$ cat src/rtl/rggen_bus_splitter_pkg.sv
// rggen_bus_splitter_pkg: response status codes and access-type bit positions shared by the bus blocks.
package rggen_bus_splitter_pkg;
    typedef enum logic [1:0] {
        STATUS_OKAY         = 2'b00,
        STATUS_EXOKAY       = 2'b01,
        STATUS_SLAVE_ERROR  = 2'b10,
        STATUS_DECODE_ERROR = 2'b11
    } status_e;
    localparam int ACCESS_WRITE_BIT = 0;
endpackage

$ cat src/rtl/rggen_mux.sv
// rggen_mux: one-hot selection of one WIDTH-bit word out of ENTRIES.
module rggen_mux #(
    parameter int WIDTH   = 1,
    parameter int ENTRIES = 2
) (
    input  logic [ENTRIES-1:0]       i_select,
    input  logic [WIDTH*ENTRIES-1:0] i_data,
    output logic [WIDTH-1:0]         o_data
);
    always_comb begin
        o_data = '0;
        for (int i = 0; i < ENTRIES; i++) o_data = o_data | ({WIDTH{i_select[i]}} & i_data[WIDTH*i+:WIDTH]);
    end
endmodule

$ cat src/rtl/rggen_bus_splitter.sv
// rggen_bus_splitter: decodes one host access onto one of TARGETS register blocks and returns its response.
module rggen_bus_splitter
    import rggen_bus_splitter_pkg::*;
#(
    parameter int                                ADDRESS_WIDTH       = 16,
    parameter int                                LOCAL_ADDRESS_WIDTH = 8,
    parameter int                                BUS_WIDTH           = 32,
    parameter int                                TARGETS             = 2,
    parameter logic [TARGETS*ADDRESS_WIDTH-1:0] BASE_ADDRESSES      = '0,
    parameter int                                TIMEOUT_CYCLES      = 0
) (
    input  logic                           i_clk,
    input  logic                           i_rst_n,
    input  logic                           i_host_valid,
    input  logic [1:0]                     i_host_access,
    input  logic [ADDRESS_WIDTH-1:0]       i_host_address,
    input  logic [BUS_WIDTH-1:0]           i_host_write_data,
    input  logic [BUS_WIDTH-1:0]           i_host_strobe,
    output logic                           o_host_ready,
    output logic [1:0]                     o_host_status,
    output logic [BUS_WIDTH-1:0]           o_host_read_data,
    output logic [TARGETS-1:0]             o_target_valid,
    output logic [1:0]                     o_target_access,
    output logic [LOCAL_ADDRESS_WIDTH-1:0] o_target_address,
    output logic [BUS_WIDTH-1:0]           o_target_write_data,
    output logic [BUS_WIDTH-1:0]           o_target_strobe,
    input  logic [TARGETS-1:0]             i_target_ready,
    input  logic [2*TARGETS-1:0]           i_target_status,
    input  logic [BUS_WIDTH*TARGETS-1:0]   i_target_read_data
);
    typedef enum logic [1:0] {IDLE, ACCESS, RESPOND} state_e;
    localparam int UW = ADDRESS_WIDTH - LOCAL_ADDRESS_WIDTH;
    localparam int MW = 2 + BUS_WIDTH;
    state_e                         state_q;
    logic [TARGETS-1:0]             valid_q;
    logic [TARGETS-1:0]             hit;
    logic [1:0]                     access_q;
    logic [LOCAL_ADDRESS_WIDTH-1:0] address_q;
    logic [BUS_WIDTH-1:0]           write_data_q;
    logic [BUS_WIDTH-1:0]           strobe_q;
    logic                           host_ready_q;
    logic [1:0]                     status_q;
    logic [BUS_WIDTH-1:0]           read_data_q;
    logic [31:0]                    count_q;
    logic [MW*TARGETS-1:0]          mux_in;
    logic [MW-1:0]                  mux_out;
    logic                           ready;
    logic                           timeout;
    // Scan downward so the lowest matching window ends up as the select.
    always_comb begin
        hit = '0;
        for (int k = TARGETS - 1; k >= 0; k--) begin
            if (i_host_address[ADDRESS_WIDTH-1:LOCAL_ADDRESS_WIDTH] == BASE_ADDRESSES[ADDRESS_WIDTH*k+LOCAL_ADDRESS_WIDTH+:UW]) begin
                hit = '0;
                hit[k] = 1'b1;
            end
        end
    end
    for (genvar k = 0; k < TARGETS; k++) begin : g_in
        assign mux_in[MW*k+:MW] = {i_target_status[2*k+:2], i_target_read_data[BUS_WIDTH*k+:BUS_WIDTH]};
    end
    rggen_mux #(.WIDTH(MW), .ENTRIES(TARGETS)) u_mux (
        .i_select (valid_q),
        .i_data   (mux_in),
        .o_data   (mux_out)
    );
    assign ready   = |(i_target_ready & valid_q);
    assign timeout = (TIMEOUT_CYCLES > 0) && (count_q + 32'd1 == 32'(TIMEOUT_CYCLES));
    always_ff @(posedge i_clk) begin
        if (!i_rst_n) begin
            state_q      <= IDLE;
            valid_q      <= '0;
            access_q     <= '0;
            address_q    <= '0;
            write_data_q <= '0;
            strobe_q     <= '0;
            host_ready_q <= 1'b0;
            status_q     <= '0;
            read_data_q  <= '0;
            count_q      <= '0;
        end else begin
            host_ready_q <= 1'b0;
            case (state_q)
                IDLE: begin
                    if (i_host_valid && |hit) begin
                        valid_q      <= hit;
                        access_q     <= i_host_access;
                        address_q    <= i_host_address[LOCAL_ADDRESS_WIDTH-1:0];
                        write_data_q <= i_host_write_data;
                        strobe_q     <= i_host_strobe;
                        count_q      <= '0;
                        state_q      <= ACCESS;
                    end else if (i_host_valid) begin
                        status_q     <= STATUS_DECODE_ERROR;
                        read_data_q  <= '0;
                        host_ready_q <= 1'b1;
                        state_q      <= RESPOND;
                    end
                end
                ACCESS: begin
                    if (ready || timeout) begin
                        valid_q      <= '0;
                        host_ready_q <= 1'b1;
                        status_q     <= ready ? mux_out[BUS_WIDTH+:2] : STATUS_SLAVE_ERROR;
                        read_data_q  <= (!ready || access_q[ACCESS_WRITE_BIT] || mux_out[BUS_WIDTH+1]) ? '0 : mux_out[BUS_WIDTH-1:0];
                        state_q      <= RESPOND;
                    end else begin
                        count_q <= count_q + 32'd1;
                    end
                end
                default: state_q <= IDLE;
            endcase
        end
    end
    assign o_host_ready        = host_ready_q;
    assign o_host_status       = status_q;
    assign o_host_read_data    = read_data_q;
    assign o_target_valid      = valid_q;
    assign o_target_access     = access_q;
    assign o_target_address    = address_q;
    assign o_target_write_data = write_data_q;
    assign o_target_strobe     = strobe_q;
endmodule

$ cat config.mk
export PLATFORM = sky130hd
export DESIGN_NAME = rggen_bus_splitter
export DESIGN_NICKNAME = d
export VERILOG_FILES = /design/src/rtl/rggen_bus_splitter_pkg.sv /design/src/rtl/rggen_mux.sv /design/src/rtl/rggen_bus_splitter.sv
export SDC_FILE = /design/constraint.sdc
export NUM_CORES = 1
export LEC_CHECK = 0
export ABC_CLOCK_PERIOD_IN_PS = 2540
export CORE_ASPECT_RATIO = 0.8
export CORE_MARGIN = 10
export CORE_UTILIZATION = 40
export DETAILED_ROUTE_END_ITERATION = 12
export PLACE_DENSITY = 0.86
export SLEW_MARGIN = 5
export SYNTH_ARGS = -nofsm -noshare
export SYNTH_HDL_FRONTEND = slang
export SYNTH_SLANG_ARGS = --single-unit
$ cat constraint.sdc
create_clock -name i_clk -period 2.54 [get_ports i_clk]
set_input_delay 0.508 -clock i_clk [delete_from_list [all_inputs] [get_ports i_clk]]
set_output_delay 0.508 -clock i_clk [all_outputs]
set_load 0.05 [all_outputs]
==> impl_metrics.env <==
export IMPL_outcome="complete, no violations"
export IMPL_p_clk_share_pct=42.4
export IMPL_finalCriticalPeriod_ns=2.17
export IMPL_die_h_um=113
export IMPL_postCtsHoldBufs=0
export IMPL_core_area_um2=10800
export IMPL_hold_ws_ns=0.456
export IMPL_seqPwrFrac_pct=48.6
export IMPL_num_vias=4016
export IMPL_post_cts_resized=0
export IMPL_final_common_cell="clkdlybuf4s50_1"
export IMPL_layout_common_cells="clkdlybuf4s50_1, nand2_1, dfxtp_1"
export IMPL_setup_ws_ns=0.374
export IMPL_num_antenna_cells=0
export IMPL_cts_sinks=112
export IMPL_cts_buffer_depth=2
export IMPL_grt_ovfl_total=0
export IMPL_track_usage_pct=17.1
export IMPL_pwr_share_comb_pct=8.9
export IMPL_fin_skew_ns=0.00466
export IMPL_start_util_pct=40.5
export IMPL_synth_nets=619
export IMPL_final_core_util_pct=66.5
export IMPL_grt_pass1_vias=4205
export IMPL_place_area_um2=6830
export IMPL_final_nets=830
export IMPL_antenna_found_initial=0
export IMPL_area_growth_syn_to_layout_pct=64.1
export IMPL_min_path_type="reg2reg"
export IMPL_synth_seq_area_share_pct=51.4
export IMPL_numCtsBuffers=9
export IMPL_post_route_period_util_pct=85.3
export IMPL_tns_ns=0
export IMPL_drt_first_iter_violations=185
export IMPL_tightestPinTransition_ns=0.564
export IMPL_grt_max_degree=80
export IMPL_worstSetupEndpointType="output pin"
export IMPL_crit_chain="clkdlybuf4s50_1"
export IMPL_die_w_um=137
export IMPL_max_slew_margin_pct=62.3
export IMPL_met1_length_mm=4.94
export IMPL_clk_latency_ns=0.34
export IMPL_cp_slowest_cell="clkdlybuf4s50_1"
export IMPL_hold_viol=0
export IMPL_p_int_mw=2.91
export IMPL_wl_met3_mm=1.54
export IMPL_fmax_mhz=462
export IMPL_ys_ff_latch=112
export IMPL_synth_warning_count=0
export IMPL_routed_wl_mm=13.8
export IMPL_syn_inst=464
export IMPL_synth_avg_cell_area_um2=9.40
export IMPL_cts_tree="built"
export IMPL_reg2reg_slack_ns=0.83
export IMPL_grt_pass1_wl_mm=21.5
export IMPL_slew_viol_final=0
export IMPL_drc_errors=0
export IMPL_final_cell_area_um2=7160
export IMPL_drv_cap=0
export IMPL_post_cts_buffers=0
export IMPL_yosys_area_top_type_share_pct=51.4
export IMPL_critPathArrivalTime_ns=1.66
export IMPL_place_inst=808
export IMPL_power_leakage_nw=2.47
export IMPL_portBuffers=229
export IMPL_yosys_top_cells_area="dfxtp_1, mux2i_1, nand2_1"
export IMPL_synth_distinct_cells=26
export IMPL_total_power_mw=3.63
export IMPL_setup_violations=0
export IMPL_wl_met2_mm=7.18
export IMPL_dp_hpwl_mm=10.7
export IMPL_die_area_um2=15500
export IMPL_vdd_drop_max_uv=428
export IMPL_clk_pin_slew_ns=0.07
export IMPL_drt_pass1_iter_count=4
export IMPL_dp_slack_ns=0.101
export IMPL_switching_share_pct=19.8
export IMPL_htreeDepth=3
export IMPL_cpLargestDelayFamily="buffers and inverters"
export IMPL_path_class="reg2out"
export IMPL_rows=34
export IMPL_wl_per_cell_um=16.8
export IMPL_crit_required_ns=2.03
export IMPL_final_cells=822
export IMPL_root_buffer="clkbuf_16"
export IMPL_viasPerCell=4.89
export IMPL_io_pins=266
export IMPL_yosysTopAreaCell="dfxtp_1"
export IMPL_syn_cell_area_um2=4360
export IMPL_cp_max_fo=8
export IMPL_rsz0062_at_grt="no"
export IMPL_crit_buf_inv=1
export IMPL_start_kind="flop"
export IMPL_drive_gt1_share_pct=4.28
export IMPL_dr_max_layer_used="met4"
export IMPL_p_per_area_nw_per_um2=507
export IMPL_power_switching_mw=0.718
export IMPL_antenna_left=0
export IMPL_max_stage_delay_ns=0.88
export IMPL_gp_congestion=0.784
==> worst reg2reg max path, delay by kind of cell (launching register included) <==
family | cells | cell delay [ns]
AND/OR/NAND/NOR | 2 | 0.74
flip-flops | 1 | 0.34
buffers and inverters | 2 | 0.34
multiplexers | 1 | 0.22
==> kinds of logic after synthesis <==
logic type / Yosys count / share of synthesized area (%)
and+or+nand+nor: 196 / 19.1
DFF: 112 / 51.4
muxes: 74 / 17.0
AOI/OAI and AO/OA: 41 / 7.92
buffers and inverters: 40 / 4.50
other: 1 / 0.0860
==> state kept, by name (all words and copies together) (netlist names) <==
name,count
o_host_status,2
o_target_strobe,32
o_host_ready,1
state_q,2
o_target_valid,1
o_host_read_data,32
o_target_access,2
o_target_address,8
o_target_write_data,32
==> Yosys cell counts <==
cell type,number
nand2_1,152
dfxtp_1,112
mux2i_1,74
nand3_1,33
o2bb2ai_1,32
clkbuf_1,26
buf_2,7
buf_6,4
a21oi_1,3
buf_4,2
nand2b_1,2
o21a_1,2
o311a_1,2
and2_1,1
and4b_1,1
buf_1,1
conb_1,1
nand4b_1,1
nor2b_1,1
nor3_2,1
nor4b_2,1
o21ai_0,1
o21ba_2,1
or3b_1,1
or4_1,1
or4_4,1
==> power by group through the flow <==
stage          combinational, mW  clock, mW  sequential, mW
6_report                   0.324       1.54            1.76
5_1_grt                    0.350       1.65            1.76
4_1_cts                    0.326       1.59            1.76
3_5_place_dp               0.324          0            1.80
3_3_place_gp               0.318          0            1.80
2_1_floorplan             0.0932          0            1.82
==> path summary, 6_finish.rpt <==
kind                               start                 endpoint  depth (start not counted)
setup / recovery       o_target_valid[0]        o_target_valid[0]                          1
hold / removal    o_target_write_data[4]   o_target_write_data[4]                          2
setup reg to reg              state_q[1]  o_target_write_data[16]                          5
hold reg to reg   o_target_write_data[4]   o_target_write_data[4]                          2
==> routing by layer <==
layer / GRT usage, % / vias to the layer above
met2: 31.7 / 144
li1: - / 1985
met3: 8.88 / 12
met1: 16.6 / 1875
met5: 0 / -
met4: 3.61 / 0
==> layout make-up <==
class                   count  area, um^2
well taps                 144         180
repair buffers            240        2470
multi-input cells         312        1940
flip-flops and latches    112        2240
fillers                   858        3610
clock inverters             4        95.1
clock buffers              10         229
Note: power is estimated with default switching activity, not from simulation.
